--- config.mk ---
export PLATFORM = sky130hd
export DESIGN_NAME = mem_readback_streamer_flat
export DESIGN_NICKNAME = d
export VERILOG_FILES = /design/src/rtl/mem_readback_streamer_if.sv /design/src/rtl/mem_readback_streamer.sv /design/src/flat_wrapper.sv
export SDC_FILE = /design/constraint.sdc
export NUM_CORES = 1
export LEC_CHECK = 0
export CORE_MARGIN = 2
export CORE_UTILIZATION = 55
export DETAILED_ROUTE_END_ITERATION = 7
export HOLD_SLACK_MARGIN = 0.06
export PLACE_DENSITY = 0.83
export RECOVER_POWER = 100
export SLEW_MARGIN = 25
export SYNTH_ARGS = -nofsm -noshare
export SYNTH_HDL_FRONTEND = slang
export SYNTH_SLANG_ARGS = --single-unit
--- constraint.sdc ---
create_clock -name clk -period 5.4 [get_ports clk]
set_input_delay 0.54 -clock clk [delete_from_list [all_inputs] [get_ports clk]]
set_output_delay 0.54 -clock clk [all_outputs]
set_load 0.01 [all_outputs]
--- src/rtl/mem_readback_streamer_if.sv ---
// Memory read port plus UART transmit byte stream used by the read-back streamer.
// master = streamer side, slave = memory / UART side.
interface mem_readback_streamer_if #(
  parameter int ADDR_WIDTH = 16
) ();
  logic                  mem_en;
  logic                  mem_we;
  logic [ADDR_WIDTH-1:0] mem_addr;
  logic [31:0]           mem_dr;
  logic [7:0]            data_stream_tx;
  logic                  data_stream_tx_stb;
  logic                  data_stream_tx_ack;

  modport master (
    output mem_en, mem_we, mem_addr, data_stream_tx, data_stream_tx_stb,
    input  mem_dr, data_stream_tx_ack
  );

  modport slave (
    input  mem_en, mem_we, mem_addr, data_stream_tx, data_stream_tx_stb,
    output mem_dr, data_stream_tx_ack
  );
endinterface

--- src/rtl/mem_readback_streamer.sv ---
// Reads a block of 32-bit words from memory and streams each one to the UART
// as four little-endian bytes over the stb/ack handshake.
module mem_readback_streamer #(
  parameter int ADDR_WIDTH = 16
) (
  input  logic                  clk,
  input  logic                  reset,
  input  logic                  start,
  input  logic [ADDR_WIDTH-1:0] base_addr,
  input  logic [ADDR_WIDTH-1:0] word_count,
  output logic                  busy,
  output logic                  done,
  mem_readback_streamer_if.master bus
);

  typedef enum logic [2:0] {
    S_IDLE,
    S_READ,
    S_WAIT,
    S_LOAD,
    S_SEND,
    S_GAP,
    S_DONE
  } state_t;

  state_t                state_reg, state_next;
  logic [ADDR_WIDTH-1:0] addr_reg, addr_next;
  logic [ADDR_WIDTH-1:0] remaining_reg, remaining_next;
  logic [ADDR_WIDTH-1:0] mem_addr_reg, mem_addr_next;
  logic [31:0]           shift_reg, shift_next;
  logic [2:0]            byte_idx_reg, byte_idx_next;
  logic                  zero_req_reg, zero_req_next;
  logic [31:0]           shifted;

  // Word moved down one byte lane; the top lane fills with zero.
  for (genvar gi = 0; gi < 4; gi++) begin : g_lane
    if (gi < 3) begin : g_move
      assign shifted[gi*8 +: 8] = shift_reg[(gi+1)*8 +: 8];
    end else begin : g_fill
      assign shifted[gi*8 +: 8] = 8'h00;
    end
  end

  always_ff @(posedge clk) begin
    if (reset) begin
      state_reg     <= S_IDLE;
      addr_reg      <= '0;
      remaining_reg <= '0;
      mem_addr_reg  <= '0;
      shift_reg     <= '0;
      byte_idx_reg  <= '0;
      zero_req_reg  <= 1'b0;
    end else begin
      state_reg     <= state_next;
      addr_reg      <= addr_next;
      remaining_reg <= remaining_next;
      mem_addr_reg  <= mem_addr_next;
      shift_reg     <= shift_next;
      byte_idx_reg  <= byte_idx_next;
      zero_req_reg  <= zero_req_next;
    end
  end

  always_comb begin
    state_next     = state_reg;
    addr_next      = addr_reg;
    remaining_next = remaining_reg;
    mem_addr_next  = mem_addr_reg;
    shift_next     = shift_reg;
    byte_idx_next  = byte_idx_reg;
    zero_req_next  = zero_req_reg;

    case (state_reg)
      S_IDLE: begin
        if (start) begin
          if (word_count != '0) begin
            addr_next      = base_addr;
            remaining_next = word_count;
            mem_addr_next  = base_addr;
            zero_req_next  = 1'b0;
            state_next     = S_READ;
          end else begin
            zero_req_next  = 1'b1;
            state_next     = S_DONE;
          end
        end
      end
      S_READ: state_next = S_WAIT;
      S_WAIT: state_next = S_LOAD;
      S_LOAD: begin
        shift_next    = bus.mem_dr;
        byte_idx_next = 3'd0;
        state_next    = S_SEND;
      end
      S_SEND: begin
        if (bus.data_stream_tx_ack) begin
          shift_next    = shifted;
          byte_idx_next = byte_idx_reg + 3'd1;
          state_next    = S_GAP;
        end
      end
      S_GAP: begin
        if (byte_idx_reg == 3'd4) begin
          remaining_next = remaining_reg - 1'b1;
          addr_next      = addr_reg + 1'b1;
          if (remaining_reg == {{(ADDR_WIDTH-1){1'b0}}, 1'b1}) begin
            state_next = S_DONE;
          end else begin
            // mem_addr only moves when a read is issued, wrapping naturally.
            mem_addr_next = addr_reg + 1'b1;
            state_next    = S_READ;
          end
        end else begin
          state_next = S_SEND;
        end
      end
      S_DONE:  state_next = S_IDLE;
      default: state_next = S_IDLE;
    endcase
  end

  assign bus.mem_en             = (state_reg == S_READ);
  assign bus.mem_we             = 1'b0;
  assign bus.mem_addr           = mem_addr_reg;
  assign bus.data_stream_tx     = shift_reg[7:0];
  assign bus.data_stream_tx_stb = (state_reg == S_SEND);
  assign done                   = (state_reg == S_DONE);
  // A zero-length request pulses done without ever raising busy.
  assign busy = (state_reg != S_IDLE) && !((state_reg == S_DONE) && zero_req_reg);

endmodule
--- src/flat_wrapper.sv ---
// flat-port wrapper written by rule: the top's interface ports become plain ports
module mem_readback_streamer_flat 
#(
  parameter int ADDR_WIDTH = 16
)
  (clk, reset, start, base_addr, word_count, busy, done, bus_mem_en, bus_mem_we, bus_mem_addr, bus_data_stream_tx, bus_data_stream_tx_stb, bus_mem_dr, bus_data_stream_tx_ack);
  mem_readback_streamer_if #(.ADDR_WIDTH(ADDR_WIDTH)) bus_i ();
  input  logic clk;
  input  logic reset;
  input  logic start;
  input  logic [ADDR_WIDTH-1:0] base_addr;
  input  logic [ADDR_WIDTH-1:0] word_count;
  output logic busy;
  output logic done;
  output wire logic [$bits(bus_i.mem_en)-1:0] bus_mem_en;
  output wire logic [$bits(bus_i.mem_we)-1:0] bus_mem_we;
  output wire logic [$bits(bus_i.mem_addr)-1:0] bus_mem_addr;
  output wire logic [$bits(bus_i.data_stream_tx)-1:0] bus_data_stream_tx;
  output wire logic [$bits(bus_i.data_stream_tx_stb)-1:0] bus_data_stream_tx_stb;
  input wire logic [$bits(bus_i.mem_dr)-1:0] bus_mem_dr;
  input wire logic [$bits(bus_i.data_stream_tx_ack)-1:0] bus_data_stream_tx_ack;
  assign bus_mem_en = bus_i.mem_en;
  assign bus_mem_we = bus_i.mem_we;
  assign bus_mem_addr = bus_i.mem_addr;
  assign bus_data_stream_tx = bus_i.data_stream_tx;
  assign bus_data_stream_tx_stb = bus_i.data_stream_tx_stb;
  assign bus_i.mem_dr = bus_mem_dr;
  assign bus_i.data_stream_tx_ack = bus_data_stream_tx_ack;
  mem_readback_streamer #(.ADDR_WIDTH(ADDR_WIDTH)) u_core (.clk(clk), .reset(reset), .start(start), .base_addr(base_addr), .word_count(word_count), .busy(busy), .done(done), .bus(bus_i));
endmodule
==> flow_summary.yaml <==
clocking:
  h-tree-depth: 3
  cts_tree: "yes"
  clk_path_buf_depth: 2
  clk_pin_slew_ps: 90
  post-cts-setup-buffers: 0
  cts_hold_buf: 0
  cts_resized: 0
  cts_sinks: 87
  clock_latency_ps: 350
  numCtsBuffers: 9
  root_buffer: "clkbuf_8"
sta:
  max-slew-margin-rel_pct: -32.24
  fmax_ghz: 0.2580
  setup_slack_ps: 1524
  finalCritPeriodShare_pct: 71.78
  clock_skew_ps: 10.34
  period_needed_ps: 3876
  setup_viol: 0
  tns_ps: 0
  hold_viol: 0
  tightest_slew_ps: 1984
  slew_violations: 97
  rsz0062_at_grt: "false"
  whs_ps: 464.6
yosys:
  syn_nets: 641
  synth-edff-count: 0
  syn-mean-instance-area_sq_um: 8.223
  synth_seq_cells: 87
  yosysWarnings: 0
  syn_area_sq_um: 4671
  yosysSeqAreaShare_pct: 37.29
  synthCells: 568
  ys.flop_type: "dfxtp_1"
  synth_top_area_share_pct: 37.29
  netlist_top_cells_area: "dfxtp_1, mux2i_1, nor2_1"
  async_flop_share_pct: 0
  yosysTopAreaCell: "dfxtp_1"
  yosysUniqueCellTypes: 62
placed_design:
  io_buffers: 95
  dp.final_hpwl_mm: 8.104
  place_congestion: 0.9339
  dp_slack_ps: 2286
setup_path:
  r2r_start: "u_core.state_reg[1]$_SDFFE_PP0P_"
  startpoint_type: "flop"
  cp.required_ps: 4860
  r2r-end: "u_core.bus.mem_addr[7]$_SDFFE_PP0P_"
  critPathCapture: "bus_data_stream_tx_stb"
  path_max_fanout: 29
  reg2reg_slack_ps: 1710
  critPathArrivalTime_ps: 3340
  end_kind: "output port"
  criticalPathCategory: "flop to output port"
  r2r_cells: 6
  worstSetupStartpoint: "u_core.state_reg[2]$_SDFFE_PP0P_"
final_layout:
  syn2layout_area_growth_pct: 21.24
  multi_input_area_sq_um: 2566
  final-seq-area_sq_um: 1742
  diodes: 0
  final_net_count: 699
  largest_register_ffs: 32
  final_layout_size_suffix_gt1_share_pct: 6.498
  num-fill-cells: 698
grt:
  use_met3_pct: 5.168
  antenna_found_initial: 0
  grt_overflow: 0
  grt_pass1_vias: 4122
  use_met1_pct: 33.93
  grt_pass1_wl_mm: 18.91
  grt_usage_pct: 25.65
  grt_start_max_net_pins: 49
  grt_use_met2_pct: 42.71
  busiest_layer: "met2"
floorplanning:
  core-area_sq_um: 8217
  io_pins: 97
  die_area_sq_um: 9246
  fp.dieW_um: 96.16
  die_height_um: 96.16
  start_util_pct: 56.84
  rows: 33
power:
  power_density_nw_per_um2: 262.2
  clkPwrFrac_pct: 31.3
  cellLeakagePower_nw: 2.011
  power_switching_w: 0.0004433
  comb_power_share_pct: 20.0
  finalPower_w: 0.001485
  seqPwrFrac_pct: 48.8
  p_int_w: 0.001041
  ir_drop_mv: 0.1369
  swShare_pct: 29.86
detailed_routing:
  vias: 4428
  postRouteAntennaNets: 0
  drt_iter0_drc: 208
  wl_mm: 11.57
  drc: 0
  wire_per_inst_um: 15.72
  first_pass_iters: 5
  vias_per_cell: 6.016
status:
  violations: "capacitance limit, slew limit"
  status: "complete, but fails checks"
min_path:
  min_path_type: "flop to flop"
  hold_depth: 2
flow_run:
  maxCapViolCount: 3
## final cells by class
class                           count  area share [%]
Clock buffer                        9           2.187
Clock inverter                      7           1.392
Inverter                           10          0.6628
Multi-Input combinational cell    417           45.32
Sequential cell                    87           30.76
Tap cell                          105           2.320
Timing Repair Buffer              101           17.37
## placed cells by master, fill, tap and decap left out, types with 3 or more instances in the layout
| cell | netlist | layout |
|---|---|---|
| clkdlybuf4s50_1 | 0 | 65 |
| a211oi_1 | 27 | 27 |
| buf_4 | 14 | 4 |
| a21oi_1 | 44 | 44 |
| o211ai_1 | 8 | 8 |
| nand4_1 | 7 | 7 |
| and3b_1 | 3 | 3 |
| a21o_1 | 3 | 3 |
| nor3_1 | 12 | 12 |
| o21ai_0 | 25 | 35 |
| dlygate4sd3_1 | 0 | 29 |
| inv_1 | 10 | 10 |
| mux2i_1 | 29 | 29 |
| xor2_1 | 4 | 4 |
| o41ai_1 | 3 | 3 |
| a22oi_1 | 8 | 8 |
| clkinvlp_4 | 0 | 3 |
| nand2b_1 | 5 | 5 |
| or4_1 | 7 | 7 |
| and2_1 | 5 | 4 |
| nand2_1 | 55 | 55 |
| dfxtp_1 | 87 | 87 |
| nor3b_1 | 4 | 4 |
| o31ai_1 | 5 | 5 |
| a21oi_2 | 8 | 8 |
| nor2_1 | 59 | 59 |
| clkbuf_8 | 0 | 9 |
| ha_1 | 5 | 5 |
| o21a_1 | 5 | 5 |
| a31o_2 | 4 | 4 |
| nand3_1 | 25 | 26 |
| nor4_1 | 11 | 11 |
## cell families after synthesis
group	Yosys count	synth area share, %
AND/OR/NAND/NOR	207	22.40
flip-flops	87	37.29
other	1	0.08029
buffers and inverters	64	6.938
AO/OA/AOI/OAI	169	24.62
multiplexers	29	6.215
adder cells (fa/ha/maj)	5	1.339
XOR/XNOR	6	1.125
## routing by layer
layer	vias to the layer above	share of wire [%]
li1	2186	-
met1	2077	43
met2	157	49
met3	8	7.1
met4	0	0.59
met5	-	0
## worst min path at each step
stage	startpoint	endpoint	slack, ps
after floorplan	u_core.remaining_reg[6]$_SDFFE_PP0P_	u_core.remaining_reg[6]$_SDFFE_PP0P_	440
after global placement	u_core.bus.mem_addr[12]$_SDFFE_PP0P_	u_core.bus.mem_addr[12]$_SDFFE_PP0P_	450
after detailed placement	u_core.bus.mem_addr[14]$_SDFFE_PP0P_	u_core.bus.mem_addr[14]$_SDFFE_PP0P_	460
after CTS	u_core.bus.mem_addr[14]$_SDFFE_PP0P_	u_core.bus.mem_addr[14]$_SDFFE_PP0P_	470
after global routing	u_core.bus.mem_addr[14]$_SDFFE_PP0P_	u_core.bus.mem_addr[14]$_SDFFE_PP0P_	510
final	u_core.bus.mem_addr[14]$_SDFFE_PP0P_	u_core.bus.mem_addr[14]$_SDFFE_PP0P_	460
## cells in the mapped netlist (all sizes together) (10+ instances only)
cell type	number
dfxtp	87
nor2	59
nand2	55
a21oi	52
o21ai	36
buf	33
mux2i	29
a211oi	27
nand3	26
clkbuf	21
nor4	13
nor3	12
inv	10
## stage by stage
step / cell area (sq um) / utilization (%) / cells
floorplan: 4671 / - / 568
global placement: 5512 / 67.08 / 720
detailed placement: 5512 / 67.08 / 720
CTS: 5714 / 69.54 / 736
global route: 5663 / 68.92 / 736
finish: 5663 / 68.92 / 736
## critical path: stages (launching register included)
cell and delay [ps]:
dfxtp_1 560, nor3b_1 290, clkbuf_1 1350, dlygate4sd3_1 780
## power by group through the flow
stage / logic, W / registers (W) / clock network (W)
CTS: 0.000305 / 0.000725 / 0.000474
floorplan: 0.000194 / 0.000731 / 0
finish: 0.000297 / 0.000724 / 0.000464
detailed placement: 0.000304 / 0.000740 / 0
global route: 0.000326 / 0.000731 / 0.000499
global placement: 0.000297 / 0.000736 / 0
No activity file was read; power rests on OpenSTA's default activity.
